**config.mk**
```make
export PLATFORM = sky130hd
export DESIGN_NAME = core_dmem_responder
export DESIGN_NICKNAME = d
export VERILOG_FILES = /design/src/rtl/core_dmem_responder.sv
export SDC_FILE = /design/constraint.sdc
export NUM_CORES = 1
export LEC_CHECK = 0
export CAP_MARGIN = 20
export CORE_ASPECT_RATIO = 0.7
export CORE_MARGIN = 2
export CORE_UTILIZATION = 40
export DETAILED_ROUTE_END_ITERATION = 12
export PLACE_DENSITY_LB_ADDON = 0.05
export SYNTH_ARGS = -nofsm -noshare
export SYNTH_HDL_FRONTEND = slang
export SYNTH_SLANG_ARGS = --single-unit
```
**constraint.sdc**
```tcl
create_clock -name i_clk -period 2.8 [get_ports i_clk]
set_input_delay 0.56 -clock i_clk [delete_from_list [all_inputs] [get_ports i_clk]]
set_output_delay 0.56 -clock i_clk [all_outputs]
set_load 0.01 [all_outputs]
```
**src/rtl/core_dmem_responder.sv**
```systemverilog
// core_dmem_responder: core data-memory port to Wishbone classic bridge.
// Ports: i_clk/i_rst, core req side (i_mem_*), core resp side
// (o_mem_data/o_mem_ack/o_mem_exception), Wishbone master (wb_*).
`timescale 1ns/1ps

module core_dmem_responder #(
  parameter int RW      = 16,
  parameter int SEL_W   = 2,
  parameter int TIMEOUT = 255
) (
  input  logic             i_clk,
  input  logic             i_rst,
  input  logic             i_mem_req,
  input  logic             i_mem_we,
  input  logic [RW-1:0]    i_mem_addr,
  input  logic [RW-1:0]    i_mem_data,
  input  logic [SEL_W-1:0] i_mem_sel,
  input  logic             i_mem_long,
  input  logic [7:0]       i_mem_addr_high,
  output logic [RW-1:0]    o_mem_data,
  output logic             o_mem_ack,
  output logic             o_mem_exception,
  output logic             wb_cyc,
  output logic             wb_stb,
  output logic             wb_we,
  output logic [23:0]      wb_adr,
  output logic [RW-1:0]    wb_o_dat,
  output logic [SEL_W-1:0] wb_sel,
  input  logic [RW-1:0]    wb_i_dat,
  input  logic             wb_ack,
  input  logic             wb_err
);

  typedef enum logic [1:0] {
    S_IDLE,
    S_BUS,
    S_RESP
  } state_t;

  // Last counter value before the bus cycle is abandoned;
  // counter starts at 0 so stb stays high TIMEOUT cycles.
  localparam logic [7:0] LP_LAST = 8'(TIMEOUT - 1);

  state_t           r_state;
  logic [7:0]       r_cnt;
  logic             r_cyc;
  logic             r_stb;
  logic             r_we;
  logic [23:0]      r_adr;
  logic [RW-1:0]    r_wdat;
  logic [SEL_W-1:0] r_sel;
  logic [RW-1:0]    r_rdat;
  logic             r_ack;
  logic             r_exc;

  logic [7:0]       w_adr_hi;

  assign w_adr_hi = i_mem_long ? i_mem_addr_high : 8'h00;

  always_ff @(posedge i_clk or posedge i_rst) begin
    if (i_rst) begin
      r_state <= S_IDLE;
      r_cnt   <= '0;
      r_cyc   <= 1'b0;
      r_stb   <= 1'b0;
      r_we    <= 1'b0;
      r_adr   <= '0;
      r_wdat  <= '0;
      r_sel   <= '0;
      r_rdat  <= '0;
      r_ack   <= 1'b0;
      r_exc   <= 1'b0;
    end else begin
      r_ack <= 1'b0;
      r_exc <= 1'b0;
      unique case (r_state)
        S_IDLE: begin
          if (i_mem_req) begin
            r_we    <= i_mem_we;
            r_sel   <= i_mem_sel;
            r_wdat  <= i_mem_data;
            r_adr   <= {w_adr_hi, i_mem_addr};
            r_cyc   <= 1'b1;
            r_stb   <= 1'b1;
            r_cnt   <= '0;
            r_state <= S_BUS;
          end
        end
        S_BUS: begin
          if (wb_err) begin
            // err dominates a simultaneous ack
            r_cyc   <= 1'b0;
            r_stb   <= 1'b0;
            r_ack   <= 1'b1;
            r_exc   <= 1'b1;
            r_state <= S_RESP;
          end else if (wb_ack) begin
            if (!r_we) begin
              r_rdat <= wb_i_dat;
            end
            r_cyc   <= 1'b0;
            r_stb   <= 1'b0;
            r_ack   <= 1'b1;
            r_state <= S_RESP;
          end else if (r_cnt == LP_LAST) begin
            r_cyc   <= 1'b0;
            r_stb   <= 1'b0;
            r_ack   <= 1'b1;
            r_exc   <= 1'b1;
            r_state <= S_RESP;
          end else begin
            r_cnt <= r_cnt + 8'd1;
          end
        end
        S_RESP: begin
          // req still high here belongs to the
          // transfer being completed
          r_state <= S_IDLE;
        end
        default: begin
          r_state <= S_IDLE;
        end
      endcase
    end
  end

  assign wb_cyc          = r_cyc;
  assign wb_stb          = r_stb;
  assign wb_we           = r_we;
  assign wb_adr          = r_adr;
  assign wb_o_dat        = r_wdat;
  assign wb_sel          = r_sel;
  assign o_mem_data      = r_rdat;
  assign o_mem_ack       = r_ack;
  assign o_mem_exception = r_exc;

endmodule

```
# Word level (Yosys, flattened, before mapping)
# Cells that the tools add are included.
# word_totals
out_inout_bits	63
inputBits	65
ff_bits	72
wordCells	50
# classes
bitwise	2
n_eq_ne	7
mux	23
add_sub_neg	1
n_reduce_logical	7
# op_table
operator	count
8-bit two-way mux	5
8-bit case mux with 2 select lines	1
1-bit two-way mux	11
8-bit by 1-bit adder with 8-bit output (second input constant)	1
8-bit == test (second input constant)	1
2-bit two-way mux	4
2-bit != test (second input constant)	4
5-bit AND reduction	1
4-bit != test (second input constant)	1
2-bit case mux with 2 select lines	1
2-bit AND reduction	2
4-bit AND reduction	1
3-bit AND reduction	1
2-bit by 1-bit == test with 1-bit output (second input constant)	1
2-bit zero test	1
1-bit inverter	2
1-bit case mux with 2 select lines	1
2-bit nonzero test	1

# Longest topological paths before layout
# Gate-level depths: netlist of run 1.
# logic_depth
depth_word	5
ltp_mapped	6
depth_no_buf	5

# Worst setup path before layout of run 1
# Ideal clock, no wire load.
# synth_path
path_kind	input to register
from	in wb_err
to	reg r_cnt[1]
t_required_ps	2675
n_path_buf	1
arrival_ps	1874
path_stages	5
path_slack_ps	801
setup_time_ps	125
path_cell_list	or4b_4 > a41oi_4 > or2_1 > buf_6 > mux2_4
# synth_via
elab_chain_len	2
# synth_rtl
element	line_no	rtl
from (decl)	31	input logic wb_err
2-bit != test (no line)	n/a	
5-bit AND reduction (no line)	n/a	
to (signal assigned)	112	r_cnt <= r_cnt + 8'd1;
to (decl)	45	logic [7:0] r_cnt;
# Every way passes these cells.
# A chain may end at the register's enable or synchronous reset.

# Worst setup path after layout of run 1
# Same ends and word-level chain as after synthesis.

==> results of run 1 <==
## final cells by class
cell class	instances	share of cell area
clock buffer	12	0.0364
clock inverter	4	0.0218
inverter	5	0.00413
multi-input combinational	196	0.223
sequential	72	0.397
tap	94	0.0259
timing repair buffer	133	0.293
## layer usage
metal	global-route usage	vias to the layer above	wire, um
met2	0.304	95	3340
met5	0	-	0
met1	0.257	1150	3240
met3	0.103	2	835
met4	0.0395	0	27
li1	-	1190	-
## synth_stat cells
| library cell | number | area [um2] |
|---|---|---|
| ha_1 | 2 | 25.0 |
| and4_1 | 1 | 8.76 |
| buf_4 | 1 | 7.51 |
| a41oi_1 | 1 | 8.76 |
| a31oi_1 | 2 | 12.5 |
| o21ai_0 | 6 | 30.0 |
| nand2_1 | 125 | 469 |
| or4b_4 | 1 | 13.8 |
| o211ai_1 | 2 | 15.0 |
| nor3_1 | 1 | 5.00 |
| nor2b_1 | 1 | 6.26 |
| nand2b_1 | 1 | 6.26 |
| nand3_1 | 14 | 70.1 |
| nor2_1 | 6 | 22.5 |
| o21a_1 | 2 | 15.0 |
| nand4_1 | 2 | 12.5 |
| a21oi_1 | 5 | 25.0 |
| and2_1 | 1 | 6.26 |
| inv_1 | 5 | 18.8 |
| nor4_1 | 1 | 6.26 |
| or2_1 | 1 | 6.26 |
| buf_2 | 2 | 10.0 |
| mux2_2 | 16 | 180 |
| or3_2 | 1 | 7.51 |
| mux2_4 | 1 | 15.0 |
| clkbuf_1 | 9 | 33.8 |
| dfrtp_1 | 72 | 1800 |
| a22o_1 | 1 | 8.76 |
| buf_1 | 1 | 3.75 |
| a41oi_4 | 1 | 27.5 |
| buf_6 | 1 | 11.3 |
| and3_1 | 1 | 6.26 |
## cells by family after synthesis
kind of cell | count (synthesis)
compound gates | 20
fa+ha+maj | 2
buf+inv | 19
flops | 72
mux | 17
simple gates | 157
## path summary, 6_finish.rpt
kind                                   startpoint                         to  slack (ns)  cells after the start
setup reg to reg           r_state[1]$_DFFE_PP0P_  o_mem_data[2]$_DFFE_PP0P_        0.69                      3
max in group asynchronous                   i_rst     r_state[1]$_DFFE_PP0P_        1.50                      3
hold / removal             wb_adr[20]$_DFFE_PP0P_     wb_adr[20]$_DFFE_PP0P_        0.47                      2
min in group asynchronous                   i_rst   wb_o_dat[13]$_DFFE_PP0P_        0.56                      2
setup / recovery                           wb_err       r_cnt[1]$_DFFE_PP0P_        0.64                      5
hold reg to reg            wb_adr[20]$_DFFE_PP0P_     wb_adr[20]$_DFFE_PP0P_        0.47                      2
## power by group
group,internal [mW],switching (mW)
logic,0.865,0.628
registers,1.39,0.198
clock network,0.667,0.375
total,2.92,1.20
## flip-flops by register name, indices dropped and copies added (netlist names)
register	cells
o_mem_ack	1
r_state	2
wb_we	1
o_mem_exception	1
wb_o_dat	16
wb_adr	24
r_cnt	8
wb_sel	2
wb_stb	1
o_mem_data	16
## metrics by stage
step | hold WS, ns | setup slack (ns) | power, mW
after floorplan | 0.507 | 0.415 | 2.20
after global placement | 0.449 | 0.309 | 3.08
after detailed placement | 0.456 | 0.299 | 3.12
after CTS | 0.473 | 0.657 | 4.19
after global routing | 0.498 | 0.534 | 4.39
final | 0.470 | 0.644 | 4.13
## worst max-delay path, cell delays in order
cell             delay, ns
clkdlybuf4s50_1       0.47
or4b_4                0.56
a41oi_4               0.29
or2_1                 0.18
mux2_4                0.30
==> results_dict.tcl, run 1 <==
set metrics [dict create \
    post_cts_buffers 0 \
    ys_seq_elements 72 \
    hp-class "register to register" \
    htree_levels 3 \
    drtAntennaViolNets 0 \
    fin_setup_tns_ns 0 \
    first_global_vias 2441 \
    synthAdderAreaFrac 0.00864 \
    drc_errors 0 \
    status "finished clean" \
    area_growth_pct 56.8 \
    rows 25 \
    timing.fmax_mhz 464 \
    synth.mux.area_fraction 0.0674 \
    maxCapViolCount 0 \
    cts-buffers-inserted 9 \
    syn-cell-area_um2 2900 \
    hold_violations 0 \
    dp.cells 500 \
    rsz0062_at_grt "false" \
    clkSinkCount 72 \
    grt_max_degree 30 \
    die_h_um 75.2 \
    drt_iter0_markers 73 \
    cp_max_fo 8 \
    postSynthCellCount 287 \
    clk_latency_ns 0.34 \
    layout_common_cells "clkdlybuf4s50_1, nand2_1, dfrtp_1" \
    antenna-diode-count 0 \
    finalWirelength_um 7440 \
    fin_crit_sh 0.770 \
    fin_util 0.660 \
    cts-resized-gates 0 \
    detail_route.wl_per_cell_um 14.4 \
    grt_usage 0.198 \
    synth_top_family_by_area "simple AND/OR/NAND/NOR gates" \
    die_w_um 106 \
    critPathLaunchType "input pin" \
    yosysSeqAreaShare 0.622 \
    gp_congestion 0.809 \
    worst_slew_pin_slew_ns 0.765 \
    initial_core_util 0.421 \
    hold_buffers 0 \
    synth_compound_area_frac 0.0492 \
    critPathKind "input pin to register" \
    cts_root_buf "clkbuf_8" \
    nFillCells 569 \
    antenna_found_initial 0 \
    nets 484 \
    dr.pass1.iters 4 \
    ys_types 32 \
    port_buffers 127 \
    design_area_um2 4540 \
    synth_warnings 0 \
    dpl.hpwl_um 5440 \
    final_layout_size_suffix_gt1_frac 0.104 \
    synthSimpleGateAreaFrac 0.223 \
    multiInputGateArea_um2 1010 \
    cts_tree "built" \
    seq_area_um2 1800 \
    finalSetupViolCount 0 \
    ir_worst_vdd_mv 0.497 \
    syn_avg_cell_area_um2 10.1 \
    die_area_um2 7950 \
    final_common_cell "clkdlybuf4s50_1" \
    fin_worst_skew_ns 0.00871 \
    clock_path_buffers 2 \
    instances_no_fill 516 \
    p_per_area_nw_per_um2 909 \
    slew_violations 0 \
    finalCriticalPeriod_ns 2.16 \
    io_pins 128 \
    clk_transition_reported_paths_ns 0.07 \
    grt_pass1_wl_um 12100 \
    fp.coreArea_um2 6880 \
    syn_nets 354 \
    p_leak_nw 2.11 \
    relSlewSlack 0.489 \
    worst_setup_path_end_kind "register" \
    worstPathRequired_ns 3.03 \
    cp.arrival_ns 2.38 \
    routed-via-count 2437 \
    placed_area_um2 4280 \
    vias_per_cell 4.72 \
    synth_xor_xnor_area_share 0 \
    grt_overflow_total 0 \
]
Note: power is estimated with default switching activity, not from simulation.
==> run 2, diff against run 1 <==
==> constraint.sdc (replaced) <==
create_clock -name i_clk -period 2.2 [get_ports i_clk]
set_input_delay 0.44 -clock i_clk [delete_from_list [all_inputs] [get_ports i_clk]]
set_output_delay 0.44 -clock i_clk [all_outputs]
set_load 0.01 [all_outputs]
==> run 2 against run 1 <==
Compared with the run above: sequential power rose by 28%; worst setup slack worse by 0.34 ns; hold slack lost 0.0021 ns; register-to-register slack lost 0.29 ns; clock skew is 0.0026 ns lower; clock power rose by 48%; routed wire length increased by 0.73%; combinational power grew 29%.
==> results_dict.tcl, run 2 (synthesized netlist as in run 1, its figures left out) <==
set metrics [dict create \
    relSlewSlack 0.657 \
    port_buffers 127 \
    power_mw 5.49 \
    first_global_vias 2420 \
    hold_violations 0 \
    gp_congestion 0.906 \
    nets 488 \
    antenna_found_initial 0 \
    timing.rr.end "r_cnt[1]$_DFFE_PP0P_" \
    fin_crit_sh 0.861 \
    largest_reg_flops 24 \
    grt_max_degree 46 \
    critPathKind "input pin to register" \
    worst_setup_path_end_kind "register" \
    drtAntennaViolNets 0 \
    die_w_um 106 \
    finalSetupViolCount 0 \
    io_pins 128 \
    cts-buffers-inserted 9 \
    status "finished clean" \
    clk_latency_ns 0.34 \
    cts_root_buf "clkbuf_8" \
    hp-class "register to register" \
    die_area_um2 7950 \
    clock_path_buffers 2 \
    dpl.hpwl_um 5350 \
    worst_hold_path.num_cells 2 \
    fin_hold_ws_ns 0.468 \
    finalCriticalPeriod_ns 1.89 \
    final_common_cell "clkdlybuf4s50_1" \
    rr_worst_depth 4 \
    design_area_um2 4640 \
    clk_transition_reported_paths_ns 0.07 \
    area_growth_pct 60.1 \
    drc_errors 0 \
    antenna-diode-count 0 \
    critPathLaunchType "input pin" \
    min_to "wb_adr[19]$_DFFE_PP0P_" \
    cp_max_fo 4 \
    reg2reg_from "r_state[1]$_DFFE_PP0P_" \
    r2r_slack_ns 0.40 \
    post_cts_buffers 0 \
    worstPathRequired_ns 2.43 \
    p_per_area_nw_per_um2 1180 \
    place_ws_ns -0.0342 \
    die_h_um 75.2 \
    clkSinkCount 72 \
    slew_violations 0 \
    timing.fmax_mhz 528 \
    hold_start "wb_adr[19]$_DFFE_PP0P_" \
    grt_pass1_wl_um 12000 \
    cts_tree "built" \
    layout_common_cells "clkdlybuf4s50_1, nand2_1, dfrtp_1" \
    dr.pass1.iters 4 \
    maxCapViolCount 0 \
    initial_core_util 0.421 \
    placed_area_um2 4340 \
    grt_overflow_total 0 \
    final.setup.worst_slack_ns 0.306 \
    htree_levels 3 \
    rows 25 \
    grt_usage 0.196 \
    cp.arrival_ns 2.12 \
    fp.coreArea_um2 6880 \
    fin_worst_skew_ns 0.00609 \
    hold_buffers 0 \
    worst_slew_pin_slew_ns 0.513 \
    finalWirelength_um 7500 \
    rsz0062_at_grt "false" \
    ir_worst_vdd_mv 0.634 \
    routed-via-count 2459 \
    cts-resized-gates 0 \
    vias_per_cell 4.73 \
    drt_iter0_markers 93 \
    p_leak_nw 2.15 \
    detail_route.wl_per_cell_um 14.4 \
    final_layout_size_suffix_gt1_frac 0.113 \
]
-- run 2: layout make-up --
type / instances / area, um2
clock inverter: 5 / 150
inverter: 5 / 22.5
multi-input combinational: 196 / 1010
timing repair buffer: 137 / 1380
fill: 570 / 2240
clock buffer: 11 / 151
tap: 94 / 118
sequential: 72 / 1800
-- run 2: worst max-delay path by stage --
stage | from | to | slack, ns
finish | wb_err | r_cnt[1]$_DFFE_PP0P_ | 0.31
global route | wb_err | r_cnt[1]$_DFFE_PP0P_ | 0.25
CTS | wb_err | r_cnt[1]$_DFFE_PP0P_ | 0.32
detailed placement | wb_err | r_cnt[1]$_DFFE_PP0P_ | -0.03
global placement | wb_err | r_cnt[1]$_DFFE_PP0P_ | -0.02
floorplan | wb_err | r_cnt[1]$_DFFE_PP0P_ | 0.32
-- run 2: power breakdown --
part,total [mW],internal (mW),switching [mW]
Combinational,1.92,1.12,0.799
Sequential,2.04,1.77,0.263
Clock,1.54,1.05,0.490
-- run 2: routing by layer --
layer	part of all wire	global-route usage	up-vias
li1	-	-	1198
met4	0.010	0.0599	0
met5	0	0	-
met1	0.45	0.258	1162
met2	0.46	0.305	90
met3	0.084	0.0788	9
-- run 2: worst max-delay path, cell delays in order --
cell and delay, ns:
clkdlybuf4s50_1 0.42, or4b_4 0.56, a41oi_4 0.23, or2_1 0.17, mux2_4 0.30
-- run 2: per-stage QoR --
stage,TNS (ns),std cells,utilization
2_1_floorplan,0,287,-
3_3_place_gp,-0.0175,504,0.630
3_5_place_dp,-0.0522,504,0.630
4_1_cts,0,520,0.674
5_1_grt,0,520,0.674
6_report,0,520,0.674
